<file path="src/rtl/regfile_access_ctrl_if.sv">
// Request and register-file bus bundle for regfile_access_ctrl.
// The master modport is the controller side; slave is the requester and register file.
interface regfile_access_ctrl_if #(
    parameter int unsigned DATA_WIDTH = 8,
    parameter int unsigned ADDR_WIDTH = 5
);
    // request channel
    logic                  reqValid;
    logic                  reqReady;
    logic [3:0]            reqOp;
    logic [ADDR_WIDTH-1:0] reqAddr;
    logic                  reqDest;
    logic [2:0]            reqBit;

    // register file channel
    logic [DATA_WIDTH-1:0] regfileIn;
    logic [DATA_WIDTH-1:0] statusCur;
    logic [2:0]            writeCommand;
    logic [ADDR_WIDTH-1:0] fileAddr;
    logic [DATA_WIDTH-1:0] writeDataIn;
    logic [DATA_WIDTH-1:0] statusIn;

    modport master (
        input  reqValid, reqOp, reqAddr, reqDest, reqBit, regfileIn, statusCur,
        output reqReady, writeCommand, fileAddr, writeDataIn, statusIn
    );

    modport slave (
        output reqValid, reqOp, reqAddr, reqDest, reqBit, regfileIn, statusCur,
        input  reqReady, writeCommand, fileAddr, writeDataIn, statusIn
    );
endinterface

</file>
<file path="src/rtl/regfile_access_ctrl.sv">
// PIC16C5x file-register access controller: sequences one byte-oriented
// operation over Q1..Q4 and owns the W register.
// Optional macro RFC_BITOPS_EN enables BCF/BSF; otherwise opcodes E/F are illegal.
module regfile_access_ctrl #(
    parameter int unsigned DATA_WIDTH = 8,
    parameter int unsigned ADDR_WIDTH = 5
) (
    input  logic                  clk,
    input  logic                  rst,
    regfile_access_ctrl_if.master bus,
    input  logic                  wLoadEn,
    input  logic [DATA_WIDTH-1:0] wLoadData,
    output logic [DATA_WIDTH-1:0] wOut,
    output logic                  done,
    output logic                  err
);
    localparam int unsigned NIB     = DATA_WIDTH / 2;
    localparam int unsigned FLAG_C  = 0;
    localparam int unsigned FLAG_DC = 1;
    localparam int unsigned FLAG_Z  = 2;

    localparam logic [2:0] MASK_C   = 3'b001;
    localparam logic [2:0] MASK_Z   = 3'b100;
    localparam logic [2:0] MASK_ALL = 3'b111;

    localparam logic [2:0] CMD_NONE        = 3'b000;
    localparam logic [2:0] CMD_STATUS      = 3'b001;
    localparam logic [2:0] CMD_FILE        = 3'b010;
    localparam logic [2:0] CMD_FILE_STATUS = 3'b011;

    localparam logic [ADDR_WIDTH-1:0] STATUS_ADDR = ADDR_WIDTH'(3);

    localparam logic [3:0] OP_MOVWF = 4'h0;
    localparam logic [3:0] OP_CLR   = 4'h1;
    localparam logic [3:0] OP_MOVF  = 4'h2;
    localparam logic [3:0] OP_ADDWF = 4'h3;
    localparam logic [3:0] OP_SUBWF = 4'h4;
    localparam logic [3:0] OP_ANDWF = 4'h5;
    localparam logic [3:0] OP_IORWF = 4'h6;
    localparam logic [3:0] OP_XORWF = 4'h7;
    localparam logic [3:0] OP_INCF  = 4'h8;
    localparam logic [3:0] OP_DECF  = 4'h9;
    localparam logic [3:0] OP_COMF  = 4'hA;
    localparam logic [3:0] OP_SWAPF = 4'hB;
    localparam logic [3:0] OP_RLF   = 4'hC;
    localparam logic [3:0] OP_RRF   = 4'hD;
`ifdef RFC_BITOPS_EN
    localparam logic [3:0] OP_BCF   = 4'hE;
    localparam logic [3:0] OP_BSF   = 4'hF;
`endif

    typedef enum logic [2:0] {IDLE, Q1, Q2, Q3, Q4} state_t;

    state_t                state;
    logic                  ready_q;
    logic [3:0]            op_q;
    logic                  dest_q;
    logic [DATA_WIDTH-1:0] f_q;
    logic [DATA_WIDTH-1:0] s_q;
    logic [DATA_WIDTH-1:0] w_q;
    logic                  w_wb_q;
`ifdef RFC_BITOPS_EN
    logic [2:0]            bit_q;
`else
    logic                  unused_req_bit;
    assign unused_req_bit = ^bus.reqBit;
`endif

    logic                  accept;
    logic [DATA_WIDTH:0]   add_full;
    logic [DATA_WIDTH:0]   sub_full;
    logic [DATA_WIDTH-1:0] alu_res;
    logic [2:0]            alu_mask;
    logic [2:0]            alu_flags;
    logic                  alu_to_file;
    logic                  alu_illegal;
    logic [DATA_WIDTH-1:0] status_new;

    assign accept       = ready_q & bus.reqValid;
    assign bus.reqReady = ready_q;
    assign wOut         = w_q;

    // Result and flag computation from the captured operand, status copy and W.
    always_comb begin
        alu_res     = '0;
        alu_mask    = '0;
        alu_flags   = '0;
        alu_to_file = dest_q;
        alu_illegal = 1'b0;
        add_full    = {1'b0, f_q} + {1'b0, w_q};
        sub_full    = {1'b0, f_q} - {1'b0, w_q};
        case (op_q)
            OP_MOVWF: begin alu_res = w_q; alu_to_file = 1'b1; end
            OP_CLR:   begin alu_res = '0; alu_mask = MASK_Z; end
            OP_MOVF:  begin alu_res = f_q; alu_mask = MASK_Z; end
            OP_ADDWF: begin
                alu_res            = add_full[DATA_WIDTH-1:0];
                alu_mask           = MASK_ALL;
                alu_flags[FLAG_C]  = add_full[DATA_WIDTH];
                // carry into bit 4 recovered from the sum bit
                alu_flags[FLAG_DC] = f_q[4] ^ w_q[4] ^ add_full[4];
            end
            OP_SUBWF: begin
                alu_res            = sub_full[DATA_WIDTH-1:0];
                alu_mask           = MASK_ALL;
                alu_flags[FLAG_C]  = ~sub_full[DATA_WIDTH];
                // borrow into bit 4 recovered from the difference bit
                alu_flags[FLAG_DC] = ~(f_q[4] ^ w_q[4] ^ sub_full[4]);
            end
            OP_ANDWF: begin alu_res = f_q & w_q; alu_mask = MASK_Z; end
            OP_IORWF: begin alu_res = f_q | w_q; alu_mask = MASK_Z; end
            OP_XORWF: begin alu_res = f_q ^ w_q; alu_mask = MASK_Z; end
            OP_INCF:  begin alu_res = f_q + DATA_WIDTH'(1); alu_mask = MASK_Z; end
            OP_DECF:  begin alu_res = f_q - DATA_WIDTH'(1); alu_mask = MASK_Z; end
            OP_COMF:  begin alu_res = ~f_q; alu_mask = MASK_Z; end
            OP_SWAPF: begin alu_res = {f_q[NIB-1:0], f_q[DATA_WIDTH-1:NIB]}; end
            OP_RLF: begin
                alu_res           = {f_q[DATA_WIDTH-2:0], s_q[FLAG_C]};
                alu_mask          = MASK_C;
                alu_flags[FLAG_C] = f_q[DATA_WIDTH-1];
            end
            OP_RRF: begin
                alu_res           = {s_q[FLAG_C], f_q[DATA_WIDTH-1:1]};
                alu_mask          = MASK_C;
                alu_flags[FLAG_C] = f_q[0];
            end
`ifdef RFC_BITOPS_EN
            OP_BCF: begin alu_res = f_q & ~(DATA_WIDTH'(1) << bit_q); alu_to_file = 1'b1; end
            OP_BSF: begin alu_res = f_q | (DATA_WIDTH'(1) << bit_q); alu_to_file = 1'b1; end
`else
            default: alu_illegal = 1'b1;
`endif
        endcase
        alu_flags[FLAG_Z] = (alu_res == '0);
        status_new = (s_q & ~DATA_WIDTH'(alu_mask)) | DATA_WIDTH'(alu_flags & alu_mask);
    end

    // Q-phase sequencer, request capture, writeback outputs and W register.
    always_ff @(posedge clk or negedge rst) begin
        if (!rst) begin
            state            <= IDLE;
            ready_q          <= 1'b1;
            op_q             <= '0;
            dest_q           <= 1'b0;
            f_q              <= '0;
            s_q              <= '0;
            w_q              <= '0;
            w_wb_q           <= 1'b0;
            bus.writeCommand <= CMD_NONE;
            bus.fileAddr     <= '0;
            bus.writeDataIn  <= '0;
            bus.statusIn     <= '0;
            done             <= 1'b0;
            err              <= 1'b0;
`ifdef RFC_BITOPS_EN
            bit_q            <= '0;
`endif
        end else begin
            bus.writeCommand <= CMD_NONE;
            done             <= 1'b0;
            err              <= 1'b0;
            if (wLoadEn) begin
                w_q <= wLoadData;
            end
            case (state)
                IDLE: begin
                    if (accept) begin
                        state <= Q1;
                    end
                end
                Q1: state <= Q2;
                Q2: begin
                    f_q   <= bus.regfileIn;
                    s_q   <= bus.statusCur;
                    state <= Q3;
                end
                Q3: begin
                    bus.writeDataIn <= alu_res;
                    bus.statusIn    <= status_new;
                    done            <= 1'b1;
                    ready_q         <= 1'b1;
                    state           <= Q4;
                    if (alu_illegal) begin
                        err    <= 1'b1;
                        w_wb_q <= 1'b0;
                    end else if (alu_to_file) begin
                        w_wb_q <= 1'b0;
                        // a data write to STATUS overrides any flag update
                        bus.writeCommand <= ((|alu_mask) && (bus.fileAddr != STATUS_ADDR))
                                            ? CMD_FILE_STATUS : CMD_FILE;
                    end else begin
                        w_wb_q           <= 1'b1;
                        bus.writeCommand <= (|alu_mask) ? CMD_STATUS : CMD_NONE;
                    end
                end
                Q4: begin
                    if (w_wb_q) begin
                        w_q <= bus.writeDataIn;
                    end
                    state <= accept ? Q1 : IDLE;
                end
                default: begin
                    state   <= IDLE;
                    ready_q <= 1'b1;
                end
            endcase
            if (accept) begin
                op_q         <= bus.reqOp;
                dest_q       <= bus.reqDest;
                bus.fileAddr <= bus.reqAddr;
                ready_q      <= 1'b0;
`ifdef RFC_BITOPS_EN
                bit_q        <= bus.reqBit;
`endif
            end
        end
    end
endmodule
</file>
<file path="src/flat_wrapper.sv">
// flat-port wrapper written by rule: the top's interface ports become plain ports
module regfile_access_ctrl_flat 
#(
    parameter int unsigned DATA_WIDTH = 8,
    parameter int unsigned ADDR_WIDTH = 5
)
  (clk, rst, wLoadEn, wLoadData, wOut, done, err, bus_reqValid, bus_reqOp, bus_reqAddr, bus_reqDest, bus_reqBit, bus_regfileIn, bus_statusCur, bus_reqReady, bus_writeCommand, bus_fileAddr, bus_writeDataIn, bus_statusIn);
  regfile_access_ctrl_if #(.DATA_WIDTH(DATA_WIDTH), .ADDR_WIDTH(ADDR_WIDTH)) bus_i ();
  input  logic clk;
  input  logic rst;
  input  logic wLoadEn;
  input  logic [DATA_WIDTH-1:0] wLoadData;
  output logic [DATA_WIDTH-1:0] wOut;
  output logic done;
  output logic err;
  input wire logic [$bits(bus_i.reqValid)-1:0] bus_reqValid;
  input wire logic [$bits(bus_i.reqOp)-1:0] bus_reqOp;
  input wire logic [$bits(bus_i.reqAddr)-1:0] bus_reqAddr;
  input wire logic [$bits(bus_i.reqDest)-1:0] bus_reqDest;
  input wire logic [$bits(bus_i.reqBit)-1:0] bus_reqBit;
  input wire logic [$bits(bus_i.regfileIn)-1:0] bus_regfileIn;
  input wire logic [$bits(bus_i.statusCur)-1:0] bus_statusCur;
  output wire logic [$bits(bus_i.reqReady)-1:0] bus_reqReady;
  output wire logic [$bits(bus_i.writeCommand)-1:0] bus_writeCommand;
  output wire logic [$bits(bus_i.fileAddr)-1:0] bus_fileAddr;
  output wire logic [$bits(bus_i.writeDataIn)-1:0] bus_writeDataIn;
  output wire logic [$bits(bus_i.statusIn)-1:0] bus_statusIn;
  assign bus_i.reqValid = bus_reqValid;
  assign bus_i.reqOp = bus_reqOp;
  assign bus_i.reqAddr = bus_reqAddr;
  assign bus_i.reqDest = bus_reqDest;
  assign bus_i.reqBit = bus_reqBit;
  assign bus_i.regfileIn = bus_regfileIn;
  assign bus_i.statusCur = bus_statusCur;
  assign bus_reqReady = bus_i.reqReady;
  assign bus_writeCommand = bus_i.writeCommand;
  assign bus_fileAddr = bus_i.fileAddr;
  assign bus_writeDataIn = bus_i.writeDataIn;
  assign bus_statusIn = bus_i.statusIn;
  regfile_access_ctrl #(.DATA_WIDTH(DATA_WIDTH), .ADDR_WIDTH(ADDR_WIDTH)) u_core (.clk(clk), .rst(rst), .bus(bus_i), .wLoadEn(wLoadEn), .wLoadData(wLoadData), .wOut(wOut), .done(done), .err(err));
endmodule
</file>
<file path="config.mk">
export PLATFORM = sky130hd
export DESIGN_NAME = regfile_access_ctrl_flat
export DESIGN_NICKNAME = d
export VERILOG_FILES = /design/src/rtl/regfile_access_ctrl_if.sv /design/src/rtl/regfile_access_ctrl.sv /design/src/flat_wrapper.sv
export SDC_FILE = /design/constraint.sdc
export NUM_CORES = 1
export LEC_CHECK = 0
export ABC_AREA = 1
export CORE_MARGIN = 4
export CORE_UTILIZATION = 58
export CTS_CLUSTER_DIAMETER = 120
export DETAILED_ROUTE_END_ITERATION = 6
export HOLD_SLACK_MARGIN = 0.06
export PLACE_DENSITY = 0.95
export SETUP_SLACK_MARGIN = 0.05
export SLEW_MARGIN = 20
export SYNTH_ARGS = -nofsm -noshare
export SYNTH_HDL_FRONTEND = slang
export SYNTH_SLANG_ARGS = --single-unit
export TNS_END_PERCENT = 5
</file>
<file path="constraint.sdc">
create_clock -name clk -period 6.4 [get_ports clk]
set_clock_uncertainty 0.2 [all_clocks]
set_input_delay 1.28 -clock clk [delete_from_list [all_inputs] [get_ports clk]]
set_output_delay 1.28 -clock clk [all_outputs]
set_load 0.005 [all_outputs]
</file>
==> results of run 1 <==
## layout make-up
type | instances | area (sq um)
flip-flops and latches | 59 | 1480
inverters | 69 | 259
clock buffers | 11 | 151
well taps | 96 | 120
fillers | 515 | 1760
repair buffers | 74 | 728
multi-input cells | 490 | 2430
clock inverters | 4 | 26.3
## worst max-delay path, cell delays in order, from the launching register on
cell	delay, ps
dfrtp_1	480
inv_1	240
ha_1	210
inv_1	70
fa_1	450
or2_2	320
nand3_1	80
nand2_1	50
nor2_1	90
nand3_1	130
nor2_1	210
nand2_1	100
nor2_1	90
nand2_1	70
nor2_1	90
nand3_1	110
nand2_1	100
## sequential cells by signal, indices dropped and copies added, names as in the netlist, 2 cells and up
name / count
u_core.bus.statusIn: 8
u_core.bus.writeCommand: 2
u_core.s_q: 8
u_core.bus.writeDataIn: 8
u_core.bus.fileAddr: 5
u_core.wOut: 8
u_core.op_q: 4
u_core.f_q: 8
u_core.state: 3
## synthesized netlist by cell type (2+ instances only)
cell      count  area [sq um]
fa_1          2          40.0
dfrtp_1      58          1450
inv_2         5          18.8
a21oi_1      31           155
nor2_1       93           349
o22ai_1       4          25.0
nand3b_1      3          22.5
nand2_2       6          37.5
inv_1        64           240
nand4_1       4          25.0
o211ai_1      5          37.5
xor2_1        4          35.0
or2_2         3          18.8
o21ai_0      41           205
nor3_1        4          20.0
o21a_1        2          15.0
ha_1         25           313
a41oi_1       4          35.0
mux2_2        3          33.8
clkbuf_1      9          33.8
buf_2         3          15.0
nand3_1      47           235
nor2_4        2          22.5
nand2_1     199           747
## per-stage QoR
stage          utilization [%]  setup slack, ps  power [W]  hold slack, ps  instances
2_1_floorplan                -             3950    0.00171             241        632
3_3_place_gp              72.2             3440    0.00225             260        788
3_5_place_dp              72.2             3370    0.00232             283        788
4_1_cts                   74.7             3320    0.00269             289        803
5_1_grt                   74.7             3020    0.00294             316        803
6_report                  74.7             3230    0.00276             295        803
## logic make-up after synthesis
group | after synthesis
other cells | 1
fa+ha+maj | 27
flops | 59
compound gates | 92
simple gates | 363
mux | 3
xor+xnor | 4
buf+inv | 83
## how the worst max path moves through the flow
stage | endpoint | depth (start not counted)
after floorplan | u_core.bus.statusIn[2] | 16
after global placement | u_core.bus.statusIn[2] | 16
after detailed placement | u_core.bus.statusIn[2] | 16
after CTS | u_core.bus.statusIn[2] | 16
after global routing | u_core.bus.statusIn[2] | 16
final | u_core.bus.statusIn[2] | 16
## power by group through the flow
stage          registers, W  logic, W  clock network [W]
2_1_floorplan      0.000676   0.00104                  0
3_3_place_gp       0.000714   0.00154                  0
3_5_place_dp       0.000723   0.00160                  0
4_1_cts            0.000731   0.00165           0.000308
5_1_grt            0.000753   0.00186           0.000328
6_report           0.000746   0.00170           0.000311
## per-layer routing
metal / vias to the layer above / GRT usage (%) / routed length [microns]
met3: 68 / 7.00 / 1390
met4: 0 / 13.4 / 640
li1: 2156 / - / -
met5: - / 0 / 0
met1: 2290 / 46.9 / 6070
met2: 320 / 63.5 / 7620
==> impl_metrics.json, run 1 <==
{
  "power.switching_w": 0.00146,
  "synth_xor_area_share_pct": 0.829,
  "final_common_cell": "nand2_1",
  "antenna_left": 0,
  "async_flop_share_pct": 100,
  "critical_path_arrival_ps": 3240,
  "synth_edf_count": 0,
  "grt_first_pass_wirelength_microns": 24800,
  "synthAdderAreaFrac_pct": 8.35,
  "rsz0062_at_grt": "no",
  "cp_max_fo": 7,
  "max-clock-path-buffers": 2,
  "diodes": 0,
  "reg2reg_slack_ps": 3230,
  "grt-ovfl-total": 0,
  "wl_per_cell_microns": 19.6,
  "insertion_delay_ps": 340,
  "routed_wl_microns": 15700,
  "slew_viol_final": 0,
  "antenna_found_initial": 0,
  "synth-compound-area-share_pct": 12.1,
  "ys_seq_area_share_pct": 35.0,
  "max_freq_ghz": 0.315,
  "start_util_pct": 60.8,
  "cts_buffers": 9,
  "synthSimpleGateAreaFrac_pct": 35.3,
  "drt_first_pass_iters": 5,
  "power.density_mw_per_mm2": 531,
  "worstMarginPinSlew_ps": 934,
  "ir_drop_mv": 0.366,
  "cts_repair_resize_count": 0,
  "nets": 771,
  "slew_headroom_pct": 37.1,
  "min-delay-start": "u_core.dest_q",
  "synthFlopType": "dfrtp_1",
  "synth_cell_types": 35,
  "p_seq_share_pct": 27.1,
  "tns_ps": 0,
  "period_needed_ps": 3170,
  "first_global_vias": 4737,
  "grt_max_degree": 60,
  "hold_viol_final": 0,
  "switching_share_pct": 53.1,
  "final_area_sq_mm": 0.00519,
  "yosys_warnings": 0,
  "holdBufCountCts": 0,
  "synth.area.mux_share_pct": 0.800,
  "ys_ff_latch": 59,
  "avgSynthCellArea_sq_um": 6.68,
  "clockRootBuffer": "clkbuf_8",
  "synth_area_sq_mm": 0.00422,
  "holdPathStages": 2,
  "timing.final.setup_violations": 0,
  "io_buffers": 71,
  "cts_setup_buffers": 0,
  "syn2layout_area_growth_pct": 22.8,
  "syn_inst": 632,
  "max_cap_viol_count": 0,
  "worstSetupPathType": "reg -> reg",
  "pwr-share-clk_pct": 11.3,
  "core_area_sq_mm": 0.00694,
  "cp.required_ps": 6470,
  "endpoint_kind": "flop",
  "drive_gt1_share_pct": 5.66,
  "ios": 76,
  "vias": 4834,
  "finalCritPeriodShare_pct": 49.6,
  "synth_top_family_by_area": "simple AND/OR/NAND/NOR gates",
  "dp_hpwl_microns": 11100,
  "r2r_cells": 16,
  "route.detailed.drc": 0,
  "critPathLaunch": "u_core.f_q[0]",
  "clkSinkCount": 59,
  "cts_max_level": 3,
  "reg2reg_to": "u_core.bus.statusIn[2]",
  "die_y_microns": 93.3,
  "dieArea_sq_mm": 0.00871,
  "cts_tree": "done",
  "status": "complete, no violations",
  "postPlaceCellArea_sq_mm": 0.00501,
  "chipWidth_microns": 93.3,
  "drt_iter0_drc": 562,
  "place.gp.congestion": 1.02,
  "start_kind": "flop",
  "grtUsageTotal_pct": 37.2,
  "intPower_w": 0.00129,
  "power_frac_comb_pct": 61.6,
  "hold_end": "u_core.dest_q",
  "final_cell_mix": "199 x nand2_1, 93 x nor2_1, 70 x clkdlybuf4s50_1, 64 x inv_1, 58 x dfrtp_1",
  "fp-row-count": 30,
  "clkSlewWorstSetupHoldPaths_ps": 70,
  "p_leak_nw": 2.60,
  "vias_per_cell": 6.02,
  "syn_nets": 700,
  "min_path_type": "reg -> reg",
  "timing.rr.start": "u_core.f_q[0]"
}
Note: power is estimated with default switching activity, not from simulation.
==> run 2: changes to the inputs <==
- CORE_UTILIZATION: 58 -> 54
- PLACE_DENSITY: 0.95 -> 0.92
- clock period: 6.4 -> 3.35 ns (I/O delays scaled with it)
==> run 2 against run 1 <==
Against the previous run:
- core utilization fell by 3.9 points
- critical path type unchanged
- register-to-register slack worse by 2800 ps
- die area is 6.8% higher
- setup slack got worse by 2800 ps
- highest routed layer unchanged
- via count fell by 0.21%
- fmax is 7.8% higher
- wire length grew 0.74%
- sequential power rose by 86%
- first-iteration DRC count fell by 3.6%
- cell count increased by 0.75%
- sequential share of layout area fell by 0.28 points
==> impl_metrics.json, run 2 (synthesis results as in run 1) <==
{
  "hold_viol_final": 0,
  "critical_path_arrival_ps": 3030,
  "die_y_microns": 96.4,
  "instances_no_fill": 809,
  "nets": 774,
  "worst_hold_slack_ps": 115,
  "drt_iter0_drc": 542,
  "ir_drop_mv": 0.632,
  "final_common_cell": "nand2_1",
  "first_global_vias": 4749,
  "antenna_left": 0,
  "grt-ovfl-total": 0,
  "core_area_sq_mm": 0.00741,
  "holdBufCountCts": 0,
  "worstMarginPinSlew_ps": 857,
  "grtUsageTotal_pct": 36.2,
  "slew_headroom_pct": 42.3,
  "clkSinkCount": 59,
  "cp.required_ps": 3440,
  "power_frac_comb_pct": 61.3,
  "start_util_pct": 57.0,
  "slew_viol_final": 0,
  "met1_usage_pct": 44.1,
  "switching_share_pct": 51.9,
  "status": "complete, no violations",
  "cp_max_fo": 5,
  "vias": 4824,
  "critPathSlowestCell": "fa_1",
  "worstSetupPathType": "reg -> reg",
  "max_cap_viol_count": 0,
  "period_needed_ps": 2940,
  "start_kind": "flop",
  "clkSlewWorstSetupHoldPaths_ps": 70,
  "antenna_found_initial": 0,
  "p_seq_share_pct": 26.0,
  "final_cell_mix": "199 x nand2_1, 93 x nor2_1, 70 x clkdlybuf4s50_1, 64 x inv_1, 57 x dfrtp_1",
  "use_met3_pct": 8.13,
  "chipWidth_microns": 96.4,
  "insertion_delay_ps": 350,
  "max-clock-path-buffers": 2,
  "route.detailed.drc": 0,
  "place.gp.congestion": 0.978,
  "cts_max_level": 3,
  "routed_wl_microns": 15800,
  "dp_hpwl_microns": 11400,
  "busiest_layer": "met2",
  "ios": 76,
  "io_buffers": 71,
  "timing.final.setup_violations": 0,
  "drive_gt1_share_pct": 6.34,
  "diodes": 0,
  "tns_ps": 0,
  "min_path_type": "in -> async",
  "reg2reg_slack_ps": 410,
  "clockRootBuffer": "clkbuf_8",
  "drt_first_pass_iters": 6,
  "grt_max_degree": 47,
  "max_freq_ghz": 0.340,
  "cts_buffers": 9,
  "power.switching_w": 0.00278,
  "rsz0062_at_grt": "no",
  "dieArea_sq_mm": 0.00930,
  "vias_per_cell": 5.96,
  "power.density_mw_per_mm2": 1020,
  "fp-row-count": 31,
  "p_leak_nw": 2.62,
  "pwr-share-clk_pct": 12.7,
  "path_cells": "inv_1, ha_1, inv_1, fa_1, or2_2, nand3_1, nand2_1, nor2_1, nand3_1, nor2_1, nand2_1, nor2_1, nand2_1, nor2_1, nand3_1, nand2_1",
  "cts_tree": "done",
  "endpoint_kind": "flop",
  "grt_first_pass_wirelength_microns": 24700,
  "intPower_w": 0.00257,
  "wl_per_cell_microns": 19.6,
  "slowest_delay_ps": 450,
  "dp_cells": 794,
  "syn2layout_area_growth_pct": 24.2,
  "grtUsageMet2_pct": 60.7,
  "finalCritPeriodShare_pct": 87.8
}
run 2: cell types whose count changed in the layout (fill, tap and decap cells not counted):
cell	before	now
buf_4	3	7
buf_2	1	0
bufinv_16	0	1
clkinv_2	2	1
clkinv_4	1	0
clkinvlp_4	1	2
dfrtp_1	58	57
dfrtp_2	0	1
ha_1	25	24
ha_2	0	1
run 2: what timing repair did:
| item | 4_1_cts | 5_1_grt |
|---|---|---|
| resized for setup | 0 | 2 |
| setup endpoints to repair | 0 | 1 |
| endpoints found under the hold margin | 0 | 0 |
| buffers inserted | 0 | 0 |
run 2: power by group through the flow:
| stage | clock [W] | sequential (W) | combinational, W |
|---|---|---|---|
| detailed placement | 0 | 0.00136 | 0.00312 |
| global placement | 0 | 0.00134 | 0.00301 |
| CTS | 0.000679 | 0.00137 | 0.00320 |
| global route | 0.000709 | 0.00141 | 0.00362 |
| floorplan | 0 | 0.00129 | 0.00198 |
| finish | 0.000679 | 0.00139 | 0.00328 |
run 2: final timing paths:
check | start | to | cells past startpoint
hold reg to reg | u_core.state[2] | u_core.state[2] | 1
setup / recovery | u_core.f_q[0] | u_core.bus.statusIn[2] | 16
max in group asynchronous | rst | u_core.state[2] | 2
min in group clk | u_core.state[2] | u_core.state[2] | 1
hold / removal | rst | u_core.s_q[4] | 1
setup reg to reg | u_core.f_q[0] | u_core.bus.statusIn[2] | 16
run 2: final cells by class:
type | count | area [sq um]
inverters | 69 | 259
well taps | 99 | 124
clock inverters | 4 | 50.0
multi-input cells | 490 | 2430
flip-flops and latches | 59 | 1480
clock buffers | 11 | 151
repair buffers | 77 | 753
fillers | 574 | 2160
run 2: worst max-delay path, delay by kind of cell, from the launching register on:
family,cells,cell delay [ps]
AND/OR/NAND/NOR,12,1350
adder cells (fa/ha/maj),2,670
flip-flops,1,380
buffers and inverters,2,280
run 2: stage by stage:
step	total power [W]	worst slack, ps	util, %	instance area, sq um
CTS	0.00525	388	70.7	5240
detailed placement	0.00448	425	68.0	5040
finish	0.00534	409	70.8	5250
global route	0.00575	194	70.8	5250
global placement	0.00435	460	68.0	5040
floorplan	0.00327	901	-	4220
run 2: routing by layer:
metal / vias to the layer above / part of all wire, % / routed length (microns)
li1: 2166 / - / -
met1: 2232 / 37 / 5890
met2: 360 / 48 / 7630
met3: 66 / 10 / 1630
met4: 0 / 4.3 / 684
met5: - / 0 / 0
